## config.mk

```make
export PLATFORM = sky130hd
export DESIGN_NAME = reg_check_monitor_flat
export DESIGN_NICKNAME = d
export VERILOG_FILES = /design/src/rtl/reg_check_monitor_pkg.sv /design/src/rtl/reg_check_monitor_if.sv /design/src/rtl/reg_check_monitor_shadow.sv /design/src/rtl/reg_check_monitor.sv /design/src/flat_wrapper.sv
export SDC_FILE = /design/constraint.sdc
export NUM_CORES = 2
export LEC_CHECK = 0
export ABC_AREA = 1
export CORE_UTILIZATION = 40
export DETAILED_ROUTE_END_ITERATION = 16
export PLACE_DENSITY = 0.6
export SYNTH_ARGS = -nofsm -noshare
export SYNTH_HDL_FRONTEND = slang
export SYNTH_SLANG_ARGS = --single-unit
```

## constraint.sdc

```tcl
create_clock -name clk -period 5 [get_ports clk]
set_input_delay 0.5 -clock clk [delete_from_list [all_inputs] [get_ports clk]]
set_output_delay 0.5 -clock clk [all_outputs]
set_load 0.01 [all_outputs]
```

## src/rtl/reg_check_monitor_pkg.sv

```systemverilog
// Shared types for the register-file checkpoint monitor.
// State encoding, checkpoint modes and the table entry layout.
package rcm_pkg;

    typedef enum logic [2:0] {
        ST_IDLE,
        ST_RUN,
        ST_PASS,
        ST_FAIL,
        ST_TIMEOUT
    } state_e;

    typedef enum logic {
        MODE_WAIT  = 1'b0,
        MODE_CHECK = 1'b1
    } mode_e;

    localparam int DEF_XLEN      = 32;
    localparam int DEF_REG_AW    = 5;
    localparam int DEF_TESTNUM_W = 11;

    // Entry layout for the default core configuration
    typedef struct packed {
        mode_e                     mode;
        logic [DEF_REG_AW-1:0]     rg;
        logic [DEF_XLEN-1:0]       value;
        logic [DEF_TESTNUM_W-1:0]  test_num;
    } rcm_entry_t;

endpackage

```

## src/rtl/reg_check_monitor_if.sv

```systemverilog
// Writeback snoop, table config and result bundle of the monitor.
// master = core/host side, slave = monitor side.
interface reg_check_monitor_if #(
    parameter int XLEN      = 32,
    parameter int REG_AW    = 5,
    parameter int IDX_W     = 3,
    parameter int TESTNUM_W = 11
);
    logic                 wb_en;
    logic [REG_AW-1:0]    wb_addr;
    logic [XLEN-1:0]      wb_data;
    logic                 cfg_we;
    logic [IDX_W-1:0]     cfg_idx;
    logic                 cfg_mode;
    logic [REG_AW-1:0]    cfg_reg;
    logic [XLEN-1:0]      cfg_value;
    logic [TESTNUM_W-1:0] cfg_test_num;
    logic [IDX_W:0]       cfg_count;
    logic                 start;
    logic                 busy;
    logic                 pass;
    logic                 fail;
    logic                 timeout;
    logic [TESTNUM_W-1:0] fail_test_num;
    logic [XLEN-1:0]      fail_got;
    logic [IDX_W:0]       cur_idx;

    modport master (
        output wb_en, wb_addr, wb_data,
        output cfg_we, cfg_idx, cfg_mode, cfg_reg,
        output cfg_value, cfg_test_num, cfg_count, start,
        input  busy, pass, fail, timeout,
        input  fail_test_num, fail_got, cur_idx
    );

    modport slave (
        input  wb_en, wb_addr, wb_data,
        input  cfg_we, cfg_idx, cfg_mode, cfg_reg,
        input  cfg_value, cfg_test_num, cfg_count, start,
        output busy, pass, fail, timeout,
        output fail_test_num, fail_got, cur_idx
    );
endinterface

```

## src/rtl/reg_check_monitor_shadow.sv

```systemverilog
// Shadow copy of the architectural register file.
// One write port, one combinational read port, x0 reads as zero.
module reg_shadow #(
    parameter  int XLEN     = 32,
    parameter  int NUM_REGS = 32,
    localparam int AW       = $clog2(NUM_REGS)
) (
    input  logic            clk,
    input  logic            rst,
    input  logic            we,
    input  logic [AW-1:0]   waddr,
    input  logic [XLEN-1:0] wdata,
    input  logic [AW-1:0]   raddr,
    output logic [XLEN-1:0] rdata
);
    logic [XLEN-1:0] mem [NUM_REGS];

    always_ff @(posedge clk) begin
        if (rst) begin
            for (int i = 0; i < NUM_REGS; i++) mem[i] <= '0;
        end else if (we && waddr != '0) begin
            mem[waddr] <= wdata;
        end
    end

    assign rdata = (raddr == '0) ? '0 : mem[raddr];
endmodule

```

## src/rtl/reg_check_monitor.sv

```systemverilog
// Checkpoint monitor: walks a table of WAIT/CHECK entries against
// the shadow registers and reports pass, fail or timeout.
module reg_check_monitor #(
    parameter  int XLEN           = 32,
    parameter  int NUM_REGS       = 32,
    parameter  int NUM_CHECKS     = 8,
    parameter  int TIMEOUT_CYCLES = 1000,
    parameter  int TESTNUM_W      = 11,
    localparam int REG_AW         = $clog2(NUM_REGS),
    localparam int IDX_W          = $clog2(NUM_CHECKS),
    localparam int CNT_W          = $clog2(TIMEOUT_CYCLES + 1)
) (
    input logic               clk,
    input logic               rst,
    reg_check_monitor_if.slave bus
);
    import rcm_pkg::*;

    typedef struct packed {
        mode_e                mode;
        logic [REG_AW-1:0]    rg;
        logic [XLEN-1:0]      value;
        logic [TESTNUM_W-1:0] test_num;
    } tbl_entry_t;

    localparam logic [CNT_W-1:0] CNT_LAST = CNT_W'(TIMEOUT_CYCLES - 1);
    localparam logic [CNT_W-1:0] CNT_SAT  = CNT_W'(TIMEOUT_CYCLES);

    tbl_entry_t           tbl [NUM_CHECKS];
    tbl_entry_t           e;
    state_e               state, state_nxt;
    logic [IDX_W:0]       idx, idx_nxt, idx_inc;
    logic [IDX_W:0]       n, n_nxt;
    logic [CNT_W-1:0]     cnt, cnt_nxt;
    logic [TESTNUM_W-1:0] ftn, ftn_nxt;
    logic [XLEN-1:0]      fgot, fgot_nxt;
    logic [XLEN-1:0]      rd;
    logic                 hit;

    assign e       = tbl[idx[IDX_W-1:0]];
    assign idx_inc = idx + 1'b1;
    assign hit     = (rd == e.value);

    reg_shadow #(
        .XLEN     (XLEN),
        .NUM_REGS (NUM_REGS)
    ) u_shadow (
        .clk   (clk),
        .rst   (rst),
        .we    (bus.wb_en),
        .waddr (bus.wb_addr),
        .wdata (bus.wb_data),
        .raddr (e.rg),
        .rdata (rd)
    );

    // Table is frozen while a run is in progress
    always_ff @(posedge clk) begin
        if (bus.cfg_we && state != ST_RUN) begin
            tbl[bus.cfg_idx] <= '{
                mode:     mode_e'(bus.cfg_mode),
                rg:       bus.cfg_reg,
                value:    bus.cfg_value,
                test_num: bus.cfg_test_num
            };
        end
    end

    always_ff @(posedge clk) begin
        if (rst) begin
            state <= ST_IDLE;
            idx   <= '0;
            n     <= '0;
            cnt   <= '0;
            ftn   <= '0;
            fgot  <= '0;
        end else begin
            state <= state_nxt;
            idx   <= idx_nxt;
            n     <= n_nxt;
            cnt   <= cnt_nxt;
            ftn   <= ftn_nxt;
            fgot  <= fgot_nxt;
        end
    end

    always_comb begin
        state_nxt = state;
        idx_nxt   = idx;
        n_nxt     = n;
        cnt_nxt   = cnt;
        ftn_nxt   = ftn;
        fgot_nxt  = fgot;
        unique case (state)
            ST_IDLE, ST_PASS, ST_FAIL, ST_TIMEOUT: begin
                if (bus.start) begin
                    n_nxt     = bus.cfg_count;
                    idx_nxt   = '0;
                    cnt_nxt   = '0;
                    ftn_nxt   = '0;
                    fgot_nxt  = '0;
                    state_nxt = (bus.cfg_count == '0) ? ST_PASS : ST_RUN;
                end
            end
            ST_RUN: begin
                if (cnt < CNT_SAT) cnt_nxt = cnt + 1'b1;
                // Fail beats completion beats timeout
                if (hit) begin
                    idx_nxt = idx_inc;
                    if (idx_inc == n) state_nxt = ST_PASS;
                end else if (e.mode == MODE_CHECK) begin
                    state_nxt = ST_FAIL;
                    ftn_nxt   = e.test_num;
                    fgot_nxt  = rd;
                end else if (cnt >= CNT_LAST) begin
                    state_nxt = ST_TIMEOUT;
                    ftn_nxt   = e.test_num;
                    fgot_nxt  = rd;
                end
            end
            default: state_nxt = ST_IDLE;
        endcase
    end

    assign bus.busy          = (state == ST_RUN);
    assign bus.pass          = (state == ST_PASS);
    assign bus.fail          = (state == ST_FAIL);
    assign bus.timeout       = (state == ST_TIMEOUT);
    assign bus.fail_test_num = ftn;
    assign bus.fail_got      = fgot;
    assign bus.cur_idx       = idx;
endmodule

```

## src/flat_wrapper.sv

```systemverilog
// flat-port wrapper written by rule: the top's interface ports become plain ports
module reg_check_monitor_flat import rcm_pkg::*;
#(
    parameter  int XLEN           = 32,
    parameter  int NUM_REGS       = 32,
    parameter  int NUM_CHECKS     = 8,
    parameter  int TIMEOUT_CYCLES = 1000,
    parameter  int TESTNUM_W      = 11,
    localparam int REG_AW         = $clog2(NUM_REGS),
    localparam int IDX_W          = $clog2(NUM_CHECKS),
    localparam int CNT_W          = $clog2(TIMEOUT_CYCLES + 1)
)
  (clk, rst, bus_wb_en, bus_wb_addr, bus_wb_data, bus_cfg_we, bus_cfg_idx, bus_cfg_mode, bus_cfg_reg, bus_cfg_value, bus_cfg_test_num, bus_cfg_count, bus_start, bus_busy, bus_pass, bus_fail, bus_timeout, bus_fail_test_num, bus_fail_got, bus_cur_idx);
  reg_check_monitor_if #(.XLEN(XLEN), .REG_AW((5)), .IDX_W((3)), .TESTNUM_W(TESTNUM_W)) bus_i ();
  input logic clk;
  input logic rst;
  input wire logic [$bits(bus_i.wb_en)-1:0] bus_wb_en;
  input wire logic [$bits(bus_i.wb_addr)-1:0] bus_wb_addr;
  input wire logic [$bits(bus_i.wb_data)-1:0] bus_wb_data;
  input wire logic [$bits(bus_i.cfg_we)-1:0] bus_cfg_we;
  input wire logic [$bits(bus_i.cfg_idx)-1:0] bus_cfg_idx;
  input wire logic [$bits(bus_i.cfg_mode)-1:0] bus_cfg_mode;
  input wire logic [$bits(bus_i.cfg_reg)-1:0] bus_cfg_reg;
  input wire logic [$bits(bus_i.cfg_value)-1:0] bus_cfg_value;
  input wire logic [$bits(bus_i.cfg_test_num)-1:0] bus_cfg_test_num;
  input wire logic [$bits(bus_i.cfg_count)-1:0] bus_cfg_count;
  input wire logic [$bits(bus_i.start)-1:0] bus_start;
  output wire logic [$bits(bus_i.busy)-1:0] bus_busy;
  output wire logic [$bits(bus_i.pass)-1:0] bus_pass;
  output wire logic [$bits(bus_i.fail)-1:0] bus_fail;
  output wire logic [$bits(bus_i.timeout)-1:0] bus_timeout;
  output wire logic [$bits(bus_i.fail_test_num)-1:0] bus_fail_test_num;
  output wire logic [$bits(bus_i.fail_got)-1:0] bus_fail_got;
  output wire logic [$bits(bus_i.cur_idx)-1:0] bus_cur_idx;
  assign bus_i.wb_en = bus_wb_en;
  assign bus_i.wb_addr = bus_wb_addr;
  assign bus_i.wb_data = bus_wb_data;
  assign bus_i.cfg_we = bus_cfg_we;
  assign bus_i.cfg_idx = bus_cfg_idx;
  assign bus_i.cfg_mode = bus_cfg_mode;
  assign bus_i.cfg_reg = bus_cfg_reg;
  assign bus_i.cfg_value = bus_cfg_value;
  assign bus_i.cfg_test_num = bus_cfg_test_num;
  assign bus_i.cfg_count = bus_cfg_count;
  assign bus_i.start = bus_start;
  assign bus_busy = bus_i.busy;
  assign bus_pass = bus_i.pass;
  assign bus_fail = bus_i.fail;
  assign bus_timeout = bus_i.timeout;
  assign bus_fail_test_num = bus_i.fail_test_num;
  assign bus_fail_got = bus_i.fail_got;
  assign bus_cur_idx = bus_i.cur_idx;
  reg_check_monitor #(.XLEN(XLEN), .NUM_REGS(NUM_REGS), .NUM_CHECKS(NUM_CHECKS), .TIMEOUT_CYCLES(TIMEOUT_CYCLES), .TESTNUM_W(TESTNUM_W)) u_core (.clk(clk), .rst(rst), .bus(bus_i));
endmodule
```

After elaboration in Yosys (flattened, before gate mapping)
Memories as Yosys holds them, arrays and structs flattened. A register that Yosys moved wholly into a read port is not among the register bits.
Cells that the tools add are included.
{"block": "word_totals", "register_bits": 64, "latch_bits": 0, "mem_bits_rw": 1416, "romBits": 0, "inputBits": 98, "output_inout_bits": 51, "elab_cells": 76, "n_memories": 2}
{"name": "u_core.u_shadow.mem", "depth": 32, "word_bits": 32, "read_ports": 1, "rd_clocked_by_memory_dff": 0, "write_ports": 32, "line": "reg_check_monitor_shadow.sv:16", "rtl": "logic [XLEN-1:0] mem [NUM_REGS];"}
{"name": "u_core.tbl", "depth": 8, "word_bits": 49, "read_ports": 1, "rd_clocked_by_memory_dff": 1, "write_ports": 1, "line": "reg_check_monitor.sv:29", "rtl": "tbl_entry_t tbl [NUM_CHECKS];"}
{"block": "classes", "addsub": 2, "n_mul": 0, "div_mod_pow": 0, "order_cmp": 2, "eq_ne": 14, "shifts": 0, "muxes": 36, "bitwise": 0, "n_reduce_logical": 14}
{"cell": "$mux W32", "count": 6}
{"cell": "$pmux W32 S2", "count": 1}
{"cell": "$mux W11", "count": 4}
{"cell": "$eq A32 B32 Y1", "count": 1}
{"cell": "$reduce_or A32 Y1", "count": 1}
{"cell": "$pmux W11 S2", "count": 1}
{"cell": "$mux W3", "count": 7}
{"cell": "$mux W10", "count": 2}
{"cell": "$pmux W10 S2", "count": 1}
{"cell": "$add A10 B1 Y10 const B", "count": 1}
{"cell": "$ge A10 B10 Y1 const B", "count": 1}
{"cell": "$lt A10 B10 Y1 const B", "count": 1}
{"cell": "$reduce_and A3 Y1", "count": 3}
{"cell": "$mux W1", "count": 8}
{"cell": "$mux W4", "count": 2}
{"cell": "$pmux W4 S2", "count": 1}
{"cell": "$eq A3 B2 Y1 const B", "count": 2}
{"cell": "$ne A3 B1 Y1 const B", "count": 2}
{"cell": "$pmux W3 S2", "count": 1}
{"cell": "$logic_not A5 Y1", "count": 1}
{"cell": "$mux W5", "count": 1}
{"cell": "$reduce_bool A5 Y1", "count": 1}
{"cell": "$add A4 B1 Y4 const B", "count": 1}
{"cell": "$eq A4 B4 Y1", "count": 1}
{"cell": "14 further kinds", "count": 17}

Depth between registers and ports, before layout
{"block": "depth", "ltp_word": 7, "ltp_mapped": 31}

Cells and area by module
A second synthesis with hierarchy kept.
{"block": "hier_totals", "cells_unflattened": 6666, "area_unflattened_um2": 65333.9}
{"mod": "reg_shadow", "n_inst": 1, "cells_each": 4795, "area_each_um2": 46106.7, "seq_area_each_um2": 30749.5}
{"mod": "reg_check_monitor", "n_inst": 1, "cells_each": 1871, "area_each_um2": 19227.2, "seq_area_each_um2": 13112.6}

Worst setup path after synthesis
OpenSTA, ideal clock, no wires.
{"block": "synth_path", "path_type": "flip-flop to flip-flop", "startpoint": "register u_core.state[1]", "endpoint": "memory u_core.tbl[1][0] (netlist bit) (enable)", "setup_ns": 0.456, "arrival_ns": 3.126, "t_required_ns": 4.544, "setup_slack_ns": 1.418, "stages_incl_launch_ff": 8, "path_buffers": 1, "synth_period_minus_slack_ns": 3.582, "cell_sequence": "dfxtp_1 inv_1 nand2_1 nor2_1 clkinv_1 clkbuf_1 nand3_1 nor2_1"}
{"block": "synth_between", "elab_chain_cells": 4}
{"item": "from (decl)", "line": "reg_check_monitor.sv:31", "rtl": "state_e state, state_nxt;"}
{"item": "from (signal assigned)", "line": "reg_check_monitor.sv:78", "rtl": "state <= state_nxt;"}
{"item": "$ne A3 B1 Y1", "line": "reg_check_monitor.sv:59", "rtl": "if (bus.cfg_we && state != ST_RUN) begin"}
{"item": "$logic_and A1 B1 Y1", "line": "reg_check_monitor.sv:59"}
{"item": "$mux W1", "line": "reg_check_monitor.sv:59"}
{"item": "$mux W1 (implied by the code)", "line": "reg_check_monitor.sv:60", "rtl": "tbl[bus.cfg_idx] <= '{"}
{"item": "to (decl)", "line": "reg_check_monitor.sv:29"}
Every way passes these cells.

==> metrics.md <==
| Metric | Value |
|---|---|
| Die Span Y | 407 um |
| Achievable frequency | 0.216 GHz |
| Arrival time worst endpoint | 5.25 ns |
| Via count of the first global-routing pass | 46,800 |
| Largest voltage drop on the vdd net | 0.287 mV |
| Number of nets in the layout | 6,627 |
| Post-synth EDFFs | 1,416 |
| Depth of the worst hold-timing path | 2 |
| Clock-pin transition on the worst setup and hold timing paths | 0.06 ns |
| Standard-cell row count | 148 |
| Final routed DRC violation total | 0 |
| Post-cts repair resize count | 0 |
| Net switching share of the total power | 25.0% |
| # fillers | 15,100 |
| Startpoint type of the worst setup path | register |
| Synthesized instance count | 6,495 |
| Internal power component | 21.5 mW |
| Number of synthesized register bits | 1,483 |
| Largest net degree at the start of global routing | 131 |
| Maximum buffer depth of the clock tree | 3 |
| Unique cell type count in the Yosys netlist | 47 |
| Sequential fraction of design power | 50.9% |
| Worst r2r path cells | 24 |
| Overall Power | 28.6 mW |
| Number of ports placed on the die boundary | 149 |
| CTS H-tree lvls | 4 |
| Starting density of the core | 40.3% |
| CP max stage delay | 0.53 ns |
| Detailed Place HPWL | 126,000 um |
| Clock latency on the worst-skew pair | 0.80 ns |
| Cell with the largest stage delay on the worst path | a21oi_1 |
| Final wirelength | 213,000 um |
| Wire length of the first global-routing pass | 314,000 um |
| Leakage power total | 28.7 nW |
| Crit path max-delay family | simple AND/OR/NAND/NOR gates |
| Sequential element share of the synthesized area | 66.8% |
| Unrepaired setup endpoints after global routing | no |
| DR vias/cell | 5.59 |
| Post-route fraction of the period consumed by the critical path | 92.6% |
| Outcome | finished clean |
| Initial detailed-routing violation count | 6,197 |
| Async set or reset register ratio after synthesis | 0% |
| Post-CTS Repair Setup Buffers | 0 |
| Net Switching | 7.15 mW |
| Hold violation count in the final report | 0 |
| Number of buffer cells added on primary ports | 148 |
| Routability Congestion | 0.876 |
| Root Buffer Master | clkbuf_16 |
| Number of logic stages on the critical path including buffering | 24 |
| Clock tree from TritonCTS | built |
| Top flip-flop cell by instance count after synthesis | edfxtp_1 |
| WL per Instance | 24.1 um |
| Setup Crit Path Kind | reg -> reg |
| Post-DRT Antenna Nets | 0 |
| Final setup skew | 0.0250 ns |
| Combinational share of power | 9.3% |
| Initial antenna violation count | 5 |
| Core outline area | 163,000 um^2 |
| Critical Path Sink Type | register |
| Die area | 166,000 um^2 |
| Worst-path cell chain | inv_6 -> nand2_1 -> nand3_1 -> nand3_4 -> nand2_8 -> buf_12 -> nand2_1 -> nand3_1 -> nand3_1 -> nand3_1 -> nand2_1 -> nand2_1 -> nand4_1 -> nand2_1 -> inv_1 -> nand2_1 -> nor2_1 -> nand2_1 -> nor2_4 -> nand2_1 -> nand2_1 -> nand2_1 -> o21ai_0 -> a21oi_1 |
| Worst Max-Slew Pin Slew | 1.25 ns |
| Total clock sinks | 1,483 |
| Data required time at the worst endpoint | 5.62 ns |
| Sum Neg Setup Slack | 0 ns |
| Worst slew margin relative to its limit | 16.5% |
| Critical path's most frequent cell | nand2_1 |
| Number of vias after detailed routing | 49,300 |
| Largest driver fanout on the critical path | 130 |
| Total global routing overflow | 0 |
| Yosys synthesis warning count | 0 |
| Number of pins with negative max-slew slack in the final report | 0 |
| Buffers & Inverters on Critical Path | 3 |
| Clock power frac | 39.8% |
| Number of endpoints failing setup at the final stage | 0 |
| Max-cap violations | 0 |
| Cts bufs inserted | 159 |
| Cell area after technology mapping | 65,600 um^2 |
| Avg Synthesized Cell Area | 10.1 um^2 |
| Post-synthesis to final-layout area growth | 13.9% |
| GRT Overall Usage | 25.2% |
| Die boundary width | 407 um |
| Clock period minus worst slack | 4.63 ns |
| Hold crit path type | in -> reg |
| Power per unit of standard cell area | 383 nW/um^2 |
| Detailed-routing iteration count for the pre-antenna-repair pass | 6 |
| CTS hold repair buffers | 0 |
| Fraction of final layout cells with drive strength greater than 1 | 7.65% |
## power by group through the flow
stage	combinational, mW	sequential [mW]	clock [mW]
finish	2.67	14.6	11.4
global route	2.87	14.6	11.9
CTS	2.66	14.6	11.5
detailed placement	2.65	14.8	0
global placement	2.64	14.8	0
floorplan	1.39	14.8	0
## path summary, 6_finish.rpt
path / startpoint / to / slack [ns]
setup reg to reg: register / register / 0.37
hold reg to reg: u_core.bus.fail_got[0]$_SDFFE_PP0P_ / u_core.bus.fail_got[0]$_SDFFE_PP0P_ / 0.47
setup / recovery: register / register / 0.37
hold / removal: rst / u_core.bus.fail_test_num[7]$_SDFFE_PP0P_ / 0.16
## kinds of logic (layout without fill, tap and decap cells)
kind of cell             after synthesis  count (layout)  synth area share, %
AO/OA/AOI/OAI                        350             350                 3.31
XOR/XNOR                               4               4               0.0534
adder cells (fa/ha/maj)                2               2               0.0381
buffers and inverters                741             868                 4.98
flip-flops                          1483            1483                 66.8
other                                  1              35              0.00571
AND/OR/NAND/NOR                     3914            3914                 24.8
## state kept, by name, summed over array words and instances (netlist names), named ones only
name and cells:
u_core.bus.fail_got 32, u_core.state 3, u_core.bus.cur_idx 4, u_core.n 4, u_core.tbl 392, u_core.u_shadow.mem 1024
u_core.cnt 10, u_core.bus.fail_test_num 11
## cell usage after synthesis (all sizes together) (2+ instances only)
| cell | number | area (um^2) |
|---|---|---|
| o211a | 4 | 40.0 |
| o22ai | 9 | 56.3 |
| o21ai | 138 | 694 |
| buf | 274 | 1520 |
| nand2 | 1543 | 5800 |
| inv | 198 | 746 |
| nor3 | 12 | 60.1 |
| and2 | 3 | 18.8 |
| a32o | 27 | 270 |
| edfxtp | 1416 | 42500 |
| nand3 | 1086 | 5460 |
| ha | 2 | 25.0 |
| clkbuf | 262 | 983 |
| xnor2 | 3 | 26.3 |
| a21oi | 105 | 526 |
| a31oi | 7 | 43.8 |
| dfxtp | 67 | 1340 |
| nand4 | 35 | 219 |
| clkinv | 7 | 26.3 |
| nor3b | 5 | 37.5 |
| nor2 | 1220 | 4600 |
| a221o | 18 | 180 |
| o211ai | 2 | 15.0 |
| nand3b | 8 | 60.1 |
| o221ai | 36 | 315 |
## cell type report
type | instances | area [um^2] | share of cell area (%)
Clock buffer | 196 | 4210 | 5.63
Inverter | 205 | 781 | 1.04
Multi-Input combinational cell | 4302 | 18800 | 25.1
Sequential cell | 1483 | 43900 | 58.7
Tap cell | 2175 | 2720 | 3.64
Antenna cell | 3 | 7.51 | 0.0100
Clock inverter | 91 | 746 | 0.997
Timing Repair Buffer | 376 | 3680 | 4.92
## per-stage QoR
stage / setup slack [ns] / util, % / std cells / hold slack [ns] / instance area [um^2]
after floorplan: 1.42 / - / 6526 / 0.430 / 65800
after global placement: 0.510 / 42.9 / 8541 / 0.442 / 69800
after detailed placement: 0.503 / 42.9 / 8541 / 0.455 / 69800
after CTS: 0.478 / 45.9 / 8828 / 0.116 / 74800
after global routing: 0.0548 / 45.9 / 8831 / 0.174 / 74800
final: 0.368 / 45.9 / 8831 / 0.159 / 74800
## worst register-to-register path, delay by kind of cell (launching register included)
kind / cells / cell delay [ns]
compound gates: 2 / 0.62
buf+inv: 3 / 0.70
flops: 1 / 0.40
simple gates: 19 / 2.74
## layout by cell type, fill, tap and decap left out, types with 31 or more instances in the layout
cell	synthesis	final
nand2_1	1540	1536
a21oi_1	105	105
nand3_1	1083	1082
buf_12	0	39
inv_1	184	174
clkinv_1	7	36
conb_1	1	32
clkdlybuf4s50_1	0	147
dfxtp_1	67	64
clkinv_2	0	39
o21ai_0	110	110
clkbuf_16	0	162
nand4_1	35	35
nor2_1	1216	1207
edfxtp_1	1416	1416
clkbuf_1	262	31
buf_4	34	190
o221ai_1	36	36
## routing by layer
| metal | vias up | global-route usage (%) | part of all wire, % |
|---|---|---|---|
| met5 | - | 0 | 0.0061 |
| li1 | 22200 | - | - |
| met2 | 2588 | 39.2 | 46 |
| met3 | 404 | 3.66 | 9.2 |
| met4 | 2 | 10.8 | 4.3 |
| met1 | 24200 | 35.1 | 41 |
Note: power is estimated with default switching activity, not from simulation.
